### src/rtl/wb_intercon_pkg.sv
// Shared types and constants for the registered Wishbone interconnect.
package wb_intercon_pkg;

  typedef enum logic [1:0] {
    StIdle = 2'd0,
    StWait = 2'd1,
    StResp = 2'd2,
    StErr  = 2'd3
  } state_e;

  localparam logic [31:0] ErrDataDefault = 32'hDEAD_BEEF;

endpackage

### src/rtl/wb_addr_decode.sv
// Combinational base/mask address decoder; lowest matching slave index wins.
module wb_addr_decode
  import wb_intercon_pkg::*;
#(
  parameter int unsigned      AW        = 32,
  parameter int unsigned      NS        = 6,
  parameter logic [NS*AW-1:0] SLAVE_ADR = '0,
  parameter logic [NS*AW-1:0] ADR_MASK  = '0
) (
  input  logic [AW-1:0] adr,
  output logic [NS-1:0] match,
  output logic          hit
);

  always_comb begin
    match = '0;
    hit   = 1'b0;
    for (int i = 0; i < NS; i++) begin
      if (!hit && ((adr & ADR_MASK[i*AW +: AW]) ==
                   (SLAVE_ADR[i*AW +: AW] & ADR_MASK[i*AW +: AW]))) begin
        match[i] = 1'b1;
        hit      = 1'b1;
      end
    end
  end

endmodule

### src/rtl/wb_intercon_reg.sv
// Registered single-master Wishbone classic interconnect to NS slaves.
// Optional slave timeout: define WB_ICON_TIMEOUT_EN.
module wb_intercon_reg
  import wb_intercon_pkg::*;
#(
  parameter int unsigned      AW        = 32,
  parameter int unsigned      DW        = 32,
  parameter int unsigned      NS        = 6,
  parameter logic [NS*AW-1:0] SLAVE_ADR = {32'h2800_0000, 32'h2300_0000, 32'h2100_0000,
                                           32'h2000_0000, 32'h1000_0000, 32'h0000_0000},
  parameter logic [NS*AW-1:0] ADR_MASK  = {NS{32'hFF00_0000}},
  parameter int unsigned      TO_CYCLES = 255,
  parameter logic [DW-1:0]    ERR_DATA  = DW'(ErrDataDefault)
) (
  input  logic             wb_clk_i,
  input  logic             wb_rst_i,
  input  logic             wbm_cyc_i,
  input  logic             wbm_stb_i,
  input  logic             wbm_we_i,
  input  logic [DW/8-1:0]  wbm_sel_i,
  input  logic [AW-1:0]    wbm_adr_i,
  input  logic [DW-1:0]    wbm_dat_i,
  output logic [DW-1:0]    wbm_dat_o,
  output logic             wbm_ack_o,
  output logic             wbm_err_o,
  output logic [NS-1:0]    wbs_cyc_o,
  output logic [NS-1:0]    wbs_stb_o,
  output logic             wbs_we_o,
  output logic [DW/8-1:0]  wbs_sel_o,
  output logic [AW-1:0]    wbs_adr_o,
  output logic [DW-1:0]    wbs_dat_o,
  input  logic [NS*DW-1:0] wbs_dat_i,
  input  logic [NS-1:0]    wbs_ack_i
);

  state_e          state_q;
  logic [NS-1:0]   sel_q;
  logic            we_q;
  logic [DW/8-1:0] byte_sel_q;
  logic [AW-1:0]   adr_q;
  logic [DW-1:0]   wdat_q;
  logic [DW-1:0]   rdat_q;
  logic            ack_q;
  logic            err_q;

  logic [NS-1:0]   match;
  logic            hit;
  logic            slv_ack;
  logic [DW-1:0]   slv_dat;

`ifdef WB_ICON_TIMEOUT_EN
  localparam int unsigned ToW    = $clog2(TO_CYCLES + 1);
  // Expiry is flagged on the cycle whose increment would reach TO_CYCLES.
  localparam logic [ToW-1:0] ToLast = ToW'(TO_CYCLES - 1);
  logic [ToW-1:0] to_cnt_q;
`endif

  wb_addr_decode #(
    .AW        (AW),
    .NS        (NS),
    .SLAVE_ADR (SLAVE_ADR),
    .ADR_MASK  (ADR_MASK)
  ) u_decode (
    .adr   (wbm_adr_i),
    .match (match),
    .hit   (hit)
  );

  // Only the selected slave's ack and data are visible to the FSM.
  assign slv_ack = |(wbs_ack_i & sel_q);

  always_comb begin
    slv_dat = '0;
    for (int i = 0; i < NS; i++) begin
      if (sel_q[i]) slv_dat = wbs_dat_i[i*DW +: DW];
    end
  end

  always_ff @(posedge wb_clk_i or posedge wb_rst_i) begin
    if (wb_rst_i) begin
      state_q    <= StIdle;
      sel_q      <= '0;
      we_q       <= 1'b0;
      byte_sel_q <= '0;
      adr_q      <= '0;
      wdat_q     <= '0;
      rdat_q     <= '0;
      ack_q      <= 1'b0;
      err_q      <= 1'b0;
`ifdef WB_ICON_TIMEOUT_EN
      to_cnt_q   <= '0;
`endif
    end else begin
      ack_q  <= 1'b0;
      err_q  <= 1'b0;
      rdat_q <= '0;
      case (state_q)
        StIdle: begin
          if (wbm_cyc_i && wbm_stb_i) begin
            we_q       <= wbm_we_i;
            byte_sel_q <= wbm_sel_i;
            adr_q      <= wbm_adr_i;
            wdat_q     <= wbm_dat_i;
            if (hit) begin
              sel_q   <= match;
              state_q <= StWait;
`ifdef WB_ICON_TIMEOUT_EN
              to_cnt_q <= '0;
`endif
            end else begin
              err_q   <= 1'b1;
              rdat_q  <= ERR_DATA;
              state_q <= StErr;
            end
          end
        end
        StWait: begin
          if (!wbm_cyc_i) begin
            sel_q   <= '0;
            state_q <= StIdle;
          end else if (slv_ack) begin
            sel_q   <= '0;
            ack_q   <= 1'b1;
            rdat_q  <= we_q ? '0 : slv_dat;
            state_q <= StResp;
`ifdef WB_ICON_TIMEOUT_EN
          end else if (to_cnt_q == ToLast) begin
            sel_q   <= '0;
            err_q   <= 1'b1;
            rdat_q  <= ERR_DATA;
            state_q <= StErr;
          end else begin
            to_cnt_q <= to_cnt_q + 1'b1;
`endif
          end
        end
        // Response cycles always return to idle, so a held stb is not re-accepted.
        StResp:  state_q <= StIdle;
        StErr:   state_q <= StIdle;
        default: state_q <= StIdle;
      endcase
    end
  end

  assign wbm_dat_o = rdat_q;
  assign wbm_ack_o = ack_q;
  assign wbm_err_o = err_q;
  assign wbs_cyc_o = sel_q;
  assign wbs_stb_o = sel_q;
  assign wbs_we_o  = we_q;
  assign wbs_sel_o = byte_sel_q;
  assign wbs_adr_o = adr_q;
  assign wbs_dat_o = wdat_q;

endmodule

### config.mk
export PLATFORM = sky130hd
export DESIGN_NAME = wb_intercon_reg
export DESIGN_NICKNAME = d
export VERILOG_FILES = /design/src/rtl/wb_intercon_pkg.sv /design/src/rtl/wb_addr_decode.sv /design/src/rtl/wb_intercon_reg.sv
export SDC_FILE = /design/constraint.sdc
export NUM_CORES = 1
export LEC_CHECK = 0
export BUFFER_PORTS_ARGS = -buffer_cell sky130_fd_sc_hd__buf_4
export CAP_MARGIN = 20
export CORE_AREA = 2 2 149 151
export DETAILED_ROUTE_END_ITERATION = 7
export DIE_AREA = 0 0 151 153
export GPL_ROUTABILITY_DRIVEN = 0
export PLACE_DENSITY = 0.63
export SLEW_MARGIN = 0
export SYNTH_ARGS = -nofsm -noshare
export SYNTH_HDL_FRONTEND = slang
export SYNTH_SLANG_ARGS = --single-unit
### constraint.sdc
create_clock -name wb_clk_i -period 4.7 [get_ports wb_clk_i]
set_input_delay 0.235 -clock wb_clk_i [delete_from_list [all_inputs] [get_ports wb_clk_i]]
set_output_delay 0.235 -clock wb_clk_i [all_outputs]
set_load 0.02 [all_outputs]
Yosys cells after proc, flatten, opt, wreduce, memory -nomap -nowiden --
Cells that the tools add are included.
Operators by class: eq/ne operators 11, muxes and demuxes 39, bitwise operators 1, reductions and logical operators 19
Operators with widths (count):
- $mux W32 | 11
- $pmux W32 S2 | 1
- $eq A8 B6 Y1 const B | 4
- $logic_not A32 Y1 | 1
- $mux W6 | 4
- $mux W1 | 17
- $pmux W6 S2 | 1
- $eq A8 B5 Y1 const B | 1
- $mux W2 | 4
- $and A6 B6 Y6 | 1
- $logic_and A1 B1 Y1 | 6
- $pmux W2 S3 | 1
- $reduce_or A6 Y1 | 1
- $logic_not A1 Y1 | 5
- $eq A2 B2 Y1 const B | 2
- $ne A2 B2 Y1 const B | 2
- $reduce_and A2 Y1 | 2
- $reduce_and A4 Y1 | 1
- $ne A3 B3 Y1 const B | 1
- $eq A2 B1 Y1 const B | 1
- $logic_not A2 Y1 | 1
- $reduce_bool A2 Y1 | 1
- $reduce_or A2 Y1 | 1
Word-level totals: register bits 111, input port bits 271, output and inout port bits 115, logic and storage cells 79

Depth between registers and ports, before layout --
Gate-level depths: netlist (run 1).
depth after elaboration 20, mapped depth 7, depth with buffers taken out 4

Modules after synthesis --
From an unflattened synthesis (run 1), not the netlist that was laid out.
Unflattened totals: cell total of the unflattened synthesis 482, area, all modules 5728.0 um2
Modules (own cells, without submodules):
- wb_intercon_reg | instances 1, cells each 466, area an instance 5602.9 um2, seq. area each 2777.7 um2
- wb_addr_decode | instances 1, cells each 16, area an instance 125.1 um2, seq. area each 0.0 um2

Worst setup path before layout (run 1) --
OpenSTA, ideal clock, no wires.
path type register to register, from register state_q[0], to register adr_q[27] (netlist: wbs_adr_o[27]), library setup time 0.125 ns, data arrival time 1.639 ns, required time 4.575 ns, slack 2.936 ns, cell stages (with the launch flop) 4, path buffers 1, period minus slack after synthesis 1.764 ns, cells stage by stage dfrtp_1 nor3_2 buf_4 mux2_2
Between the ends: longest elaborated chain between the ends 2
Ends and longest elaborated chain:
- start, declared | line wb_intercon_reg.sv:36 | state_e state_q;
- start signal, assigned | line wb_intercon_reg.sv:81 | state_q <= StIdle;
- start signal, assigned | line wb_intercon_reg.sv:106 | state_q <= StWait;
- start signal, assigned | line wb_intercon_reg.sv:113 | state_q <= StErr;
- $logic_not A2 Y1 | line wb_intercon_reg.sv:97 | case (state_q)
- $reduce_and A2 Y1 (no line)
- end signal, assigned | line wb_intercon_reg.sv:102 | adr_q <= wbm_adr_i;
- end, declared | line wb_intercon_reg.sv:40 | logic [AW-1:0] adr_q;
Every way passes these cells. A chain may end at the register's enable or synchronous reset.

Worst setup path after layout (run 1) --
from register sel_q[3] (netlist: wbs_cyc_o[3]), to register rdat_q[11] (netlist: wbm_dat_o[11])
Between the ends: longest elaborated chain between the ends 7, elaborated cells on any way between the ends 9, classes of those cells mux (7); bitwise (1); reduce/logical (1)
Ends and longest elaborated chain:
- start, declared | line wb_intercon_reg.sv:37 | logic [NS-1:0] sel_q;
- start signal, assigned | line wb_intercon_reg.sv:105 | sel_q <= match;
- $mux W32 (3 in series) | line wb_intercon_reg.sv:75 | if (sel_q[i]) slv_dat = wbs_dat_i[i*DW +: DW];
- $mux W32 | line wb_intercon_reg.sv:124 | rdat_q <= we_q ? '0 : slv_dat;
- $mux W32 * | line wb_intercon_reg.sv:121 | end else if (slv_ack) begin
- $mux W32 * | line wb_intercon_reg.sv:118 | if (!wbm_cyc_i) begin
- $pmux W32 S2 * | line wb_intercon_reg.sv:97
- end signal, assigned | line wb_intercon_reg.sv:124
- end, declared | line wb_intercon_reg.sv:42 | logic [DW-1:0] rdat_q;
Every way passes the cells marked *; elsewhere a longest branch is shown, timed or not.

==> reports/results.txt, run 1 <==
largest net degree at the start of global routing: 69
Reg-to-Reg Start: wbs_cyc_o[3]
CP Buf/Inv Count: 1
Clock Path Buffers: 2
Register Area: 2780 um2
RSZ-0062 raised after global routing: false
CP startpoint kind: flop
Fin Setup TNS: 0 ns
via/cell ratio: 5.07
Core ar.: 21500 um2
Pwr Density: 576 nW/um2
Pre-Repair DR Iteration Count: 5
Post-Route Utilization: 42.1%
FP Rows: 54
Cell Area, Placed: 8720 um2
Crit path max-delay family: buffers and inverters
Fin. Hold Viols: 0
Pins Over Slew Limit: 0
worst r2r dst: wbm_dat_o[11]
worst setup margin: 2.31 ns
drt drc: 0
Worst Skew: 0.0111 ns
Multi-input gate area: 2560 um2
sequential fraction of the synthesis area: 48.4%
Mapped Nets: 781
initial drt markers: 228
#FFs+latches synth: 111
pin slew with the least headroom to its limit: 0.949 ns
Max Cap Viol: 0
fmax: 0.418 GHz
CTS resizes: 0
clk sinks: 111
Mapped Cells: 510
critical path class: reg2reg
Starting Density: 26.7%
first-pass GRT wire length: 33.6 mm
vias: 5815
total die area: 23100 um2
Congestion Overflow GR: 0
total CTS buffers: 9
n_diodes: 0
Hold Buf Count CTS: 0
HPWL Detailed: 16.4 mm
WP data required: 4.96 ns
Critical Path AT: 2.66 ns
Tot Pwr: 0.00521 W
IO buf count: 385
relative slew slack: 36.6%
Fillers: 2110
most common cell after layout, fill and taps aside: buf_4
most frequent cells in the layout: 391 x buf_4, 109 x dfrtp_1, 69 x mux2_2
VDD IR-drop max: 383 uV
synth warn: 0
cell area after layout: 9040 um2
Worst-Skew Late Latency: 0.35 ns
H-tree depth: 3
Clock transition at path regs: 0.08 ns
final worst-path cycle share: 50.9%
Yosys cell types: 45
WL final: 22.5 mm
post-CTS setup buffer count: 0
root buf cell: clkbuf_16
io pins: 386
worst r2r path cells: 4
HP Class: in2async
Die W: 151 um
nets@finish: 1133
critical path's slowest cell: inv_1
GRT Total Usage: 18.8%
pre-CTS setup slack: 2.06 ns
Min Clock Period, post-route: 2.39 ns
Synth Cell Area: 5740 um2
vias in the first global route: 5907
antenna violations before repair: 0
CTS tree: done
critical path peak fanout: 26
endpoints failing setup: 0
layout cells sized above 1: 56.7%
status: completed
Syn Area/Cell: 11.2 um2
Layout area overhead: 57.6%
max incr delay on CP: 0.85 ns
Die Span Y: 153 um
worst-path cell chain: inv_1 > o22ai_1 > o31a_1 > o31ai_1
ANT nets after route: 0
drt wl/cell: 19.6 um
flop-to-flop setup slack: 2.31 ns
Leak: 4.31 nW
CP Capture Type: flop
## synthesized netlist by cell type (all sizes together)
| cell type | n | area, um2 |
|---|---|---|
| dfrtp | 111 | 2780 |
| mux2 | 69 | 777 |
| a21oi | 47 | 235 |
| buf | 27 | 221 |
| nor2b | 26 | 163 |
| clkbuf | 25 | 95.1 |
| a221oi | 24 | 210 |
| o31ai | 24 | 195 |
| inv | 23 | 86.3 |
| o22ai | 23 | 144 |
| o31a | 23 | 201 |
| a221o | 16 | 160 |
| nand2 | 10 | 37.5 |
| nand3b | 10 | 75.1 |
| nand3 | 7 | 47.6 |
| nor2 | 6 | 22.5 |
| o21ai | 6 | 30.0 |
| nand4 | 5 | 31.3 |
| nor3 | 5 | 30.0 |
| a22o | 3 | 26.3 |
| a31oi | 2 | 12.5 |
| nor4 | 2 | 18.8 |
| o221ai | 2 | 17.5 |
| or2 | 2 | 12.5 |
| a211o | 1 | 17.5 |
| a211oi | 1 | 7.51 |
| a21o | 1 | 7.51 |
| a2bb2oi | 1 | 8.76 |
| and3 | 1 | 6.26 |
| mux2i | 1 | 10.0 |
| nand2b | 1 | 6.26 |
| nor3b | 1 | 7.51 |
| o211ai | 1 | 7.51 |
| or3 | 1 | 6.26 |
| or3b | 1 | 8.76 |
| or4b | 1 | 13.8 |
## worst register-to-register path: stages, from the launching register on
cell and delay (ns):
dfrtp_1 0.69, inv_1 0.85, o22ai_1 0.27, o31a_1 0.29, o31ai_1 0.22
## power breakdown
part	switching (W)	internal [W]	total [W]
Clock	0.000399	0.000375	0.000775
Sequential	0.000242	0.00133	0.00158
Combinational	0.00153	0.00132	0.00286
Total	0.00218	0.00303	0.00521
## layout make-up
class | instances | area share (%)
Timing Repair Buffer | 393 | 32.8
Sequential cell | 111 | 30.8
Multi-Input combinational cell | 324 | 28.4
Tap cell | 280 | 3.88
Clock buffer | 9 | 2.49
Inverter | 23 | 0.983
Clock inverter | 6 | 0.720
## logic make-up (layout without fill, tap and decap cells)
logic type / count (synthesis) / after routing / share of synthesized area (%)
AND/OR/NAND/NOR: 79 / 79 / 8.49
multiplexers: 70 / 70 / 13.7
buffers and inverters: 75 / 431 / 7.02
flip-flops: 111 / 111 / 48.4
AO/OA/AOI/OAI: 175 / 175 / 22.3
## state kept, by name, indices dropped and copies added (netlist names)
register   cells
wbm_ack_o      1
wbs_dat_o     32
state_q        2
wbs_cyc_o      6
wbs_sel_o      4
wbs_adr_o     32
wbm_dat_o     32
wbs_we_o       1
wbm_err_o      1
## metrics by stage
stage                     std cells  hold WS [ns]
after floorplan                 510         0.369
after global placement         1129         0.448
after detailed placement       1129         0.451
after CTS                      1144        0.0545
after global routing           1146        0.0780
final                          1146        0.0245
## metal layers
| metal | part of all wire [%] | vias up | global-route usage [%] |
|---|---|---|---|
| li1 | - | 2631 | - |
| met1 | 39 | 2836 | 23.4 |
| met2 | 51 | 312 | 32.6 |
| met3 | 8.4 | 36 | 3.76 |
| met4 | 2.4 | 0 | 5.92 |
| met5 | 0 | - | 0 |
## worst max path at each step
stage                       startpoint            end  slack, ns  depth (start not counted)
after floorplan               wb_rst_i     state_q[0]       1.53                          1
after global placement    wbs_cyc_o[3]  wbm_dat_o[21]       2.16                          4
after detailed placement  wbs_cyc_o[3]  wbm_dat_o[11]       2.06                          4
after CTS                 wbs_cyc_o[3]  wbm_dat_o[11]       2.04                          4
after global routing      wbs_cyc_o[3]  wbm_dat_o[27]       2.07                          4
final                     wbs_cyc_o[3]  wbm_dat_o[11]       2.31                          4
No activity file was read; power rests on OpenSTA's default activity.
==> run 2, diff against run 1 <==
Settings changed: ABC_AREA set to 1, CORE_AREA 2 2 149 151 to 2 2 148 150, DIE_AREA 0 0 151 153 to 0 0 150 152, PLACE_DENSITY 0.63 to 0.65.
Clock period 4.7 ns to 2.5 ns, I/O delays scaled along.
==> reports/results.txt, run 2 <==
switching power: 0.00295 W (+35%)
most frequent cells after synthesis: 174 x nand2_1, 111 x dfrtp_1, 72 x a21oi_1
Post-Layout Cell Count: 1400 (+22%)
Clock Path Buffers: 2 (unchanged)
most frequent cells in the layout: 401 x buf_4, 173 x nand2_1, 110 x dfrtp_1
Mapped Cells: 694 (+36%)
CP Capture Type: flop
Synth Cell Area: 5960 um2 (+3.9%)
drt drc: 0 (unchanged)
sw frac: 38.1% (-3.7 points)
final worst-path cycle share: 80.7% (+30 points)
Clk pwr share: 19.9% (+5.0 points)
largest net degree at the start of global routing: 79 (+14%)
initial drt markers: 423 (+86%)
sequential fraction of the synthesis area: 46.6% (-1.8 points)
Layout area overhead: 68.5%
H-tree depth: 3 (unchanged)
Starting Density: 27.9% (+1.2 points)
Max Cap Viol: 0 (unchanged)
Post-synth EDFFs: 0 (unchanged)
register share of total power: 36.0% (+5.8 points)
Logic pwr share: 44.1% (-11 points)
Synth area leader: dfrtp_1
Syn Area/Cell: 8.59 um2 (-24%)
root buf cell: clkbuf_16
total die area: 22800 um2 (-1.3%)
io pins: 386 (unchanged)
total CTS buffers: 9 (unchanged)
Worst Skew: 0.0102 ns (-0.000931 ns)
Clock transition at path regs: 0.09 ns (about the same)
pin slew with the least headroom to its limit: 0.837 ns (-0.112 ns)
top_reg_cell synth: dfrtp_1
critical path peak fanout: 43 (+65%)
ANT nets after route: 0 (unchanged)
vias: 6648 (+14%)
first-pass GRT wire length: 38.9 mm (+16%)
CTS tree: done
Die Span Y: 152 um (-0.65%)
Fin Setup TNS: 0 ns (unchanged)
GRT Total Usage: 22.3% (+3.5 points)
FP Rows: 54 (unchanged)
WL final: 25.8 mm (+15%)
HP Class: in2reg
Inst Count DP: 1322 (+17%)
Int Power: 0.00480 W (+58%)
#FFs+latches synth: 111 (unchanged)
Worst Setup SP: wbs_cyc_o[1]
relative slew slack: 44.1% (+7.5 points)
n_diodes: 0 (unchanged)
Reg-to-Reg Start: wbs_cyc_o[1]
Worst Setup EP: wbm_dat_o[21]
antenna violations before repair: 3 (+3)
layout cells sized above 1: 44.5% (-12 points)
HPWL Detailed: 18.9 mm (+16%)
synth warn: 0 (unchanged)
fmax: 0.496 GHz (+19%)
post-CTS setup buffer count: 0 (unchanged)
worst r2r path cells: 7 (+3)
Die W: 150 um (-0.66%)
vias in the first global route: 6882 (+17%)
Pre-Repair DR Iteration Count: 5 (unchanged)
nets@finish: 1386 (+22%)
clk sinks: 111 (unchanged)
Core ar.: 21400 um2 (-0.63%)
RSZ-0062 raised after global routing: false
Worst-Skew Late Latency: 0.36 ns (about the same)
Min Hold Slack: 0.0258 ns (+0.00128 ns)
Congestion Overflow GR: 0 (unchanged)
WP data required: 2.75 ns (-2.21 ns)
endpoints failing setup: 0 (unchanged)
Pins Over Slew Limit: 0 (unchanged)
Fin. Hold Viols: 0 (unchanged)
Yosys cell types: 25 (-44%)
CP startpoint kind: flop
drt wl/cell: 18.4 um (-6.1%)
Synth top area share: 46.6% (-1.8 points)
critical path class: reg2reg
flop-to-flop setup slack: 0.48 ns (-1.82 ns)
most common cell after layout, fill and taps aside: buf_4
Pwr Density: 772 nW/um2 (+34%)
Synth area leaders: dfrtp_1 47%, nand2_1 11%, mux2_2 8.1%
most numerous cell in the Yosys netlist: nand2_1
Min Clock Period, post-route: 2.02 ns (-0.376 ns)
status: completed
Critical Path AT: 2.26 ns (-0.40 ns)
via/cell ratio: 4.75 (-6.4%)
Leak: 5.30 nW (+23%)
worst r2r dst: wbm_dat_o[21]
Fillers: 2109 (-0.047%)
IO buf count: 385 (unchanged)
Mapped Nets: 965 (+24%)
VDD IR-drop max: 537 uV (+40%)
ys async rst share: 100% (unchanged)
-- run 2: cell count changes after synthesis, sizes merged, moves of 16 or more --
cell / before / now
o211ai: 1 / 42
a221o: 16 / 0
a21oi: 47 / 73
a221oi: 24 / 0
nor2b: 26 / 0
nand2: 10 / 176
o22ai: 23 / 0
nor2: 6 / 66
o21ai: 6 / 55
o31a: 23 / 0
o31ai: 24 / 0
-- run 2: per-stage QoR --
| stage | power [W] | utilization (%) | setup slack (ns) | cell area, um2 |
|---|---|---|---|---|
| CTS | 0.00782 | 47.0 | 0.489 | 10000 |
| global placement | 0.00610 | 42.7 | 0.527 | 9110 |
| floorplan | 0.00443 | - | 0.957 | 5960 |
| detailed placement | 0.00617 | 42.7 | 0.505 | 9110 |
| finish | 0.00775 | 47.0 | 0.483 | 10000 |
| global route | 0.00813 | 47.0 | 0.306 | 10000 |
-- run 2: metal layers --
| metal | global-route usage (%) | vias up | share of wire, % |
|---|---|---|---|
| met3 | 4.86 | 54 | 6.8 |
| met4 | 9.21 | 6 | 3.3 |
| met5 | 0 | - | 0.15 |
| met2 | 37.9 | 269 | 50 |
| met1 | 27.2 | 3144 | 40 |
| li1 | - | 3175 | - |
-- run 2: cell families after synthesis --
family / Yosys count / synth area share [%]
compound gates: 170 / 16.2
buf+inv: 81 / 6.28
mux: 64 / 12.1
simple gates: 268 / 18.8
flops: 111 / 46.6
-- run 2: worst max-delay path: stages (launching register included) --
cell	delay (ns)
dfrtp_1	0.50
inv_2	0.59
buf_4	0.34
nand2_1	0.08
o211ai_1	0.08
a21oi_1	0.10
o21ai_1	0.12
nand2_1	0.06
-- run 2: how the worst min path moves through the flow --
stage	slack, ns	end	start	cells after the start
3_3_place_gp	0.30	wbs_dat_o[16]	wb_rst_i	3
4_1_cts	0.005	wbs_adr_o[30]	wbm_adr_i[30]	2
5_1_grt	0.02	wbs_adr_o[30]	wbm_adr_i[30]	2
2_1_floorplan	0.26	wbs_adr_o[0]	wbm_adr_i[0]	1
6_report	0.03	wbs_adr_o[30]	wbm_adr_i[30]	2
3_5_place_dp	0.29	wbs_dat_o[16]	wb_rst_i	3
-- run 2: power groups by stage --
| stage | combinational, W | sequential (W) | clock [W] |
|---|---|---|---|
| floorplan | 0.000864 | 0.00357 | 0 |
| global placement | 0.00332 | 0.00278 | 0 |
| detailed placement | 0.00336 | 0.00281 | 0 |
| CTS | 0.00344 | 0.00277 | 0.00160 |
| global route | 0.00361 | 0.00287 | 0.00165 |
| finish | 0.00342 | 0.00279 | 0.00154 |
-- run 2: layout make-up --
type | instances | area (um2) | share of cell area, %
repair buffers | 466 | 3690 | 36.8
multi-input cells | 502 | 2810 | 28.0
flip-flops and latches | 111 | 2780 | 27.7
well taps | 280 | 350 | 3.49
clock buffers | 9 | 225 | 2.24
inverters | 25 | 97.6 | 0.972
clock inverters | 7 | 86.3 | 0.860
-- run 2: what timing repair did --
action                                 CTS  global route
endpoints found under the hold margin  172             0
hold buffers                            62             0
resized for setup                        0             0
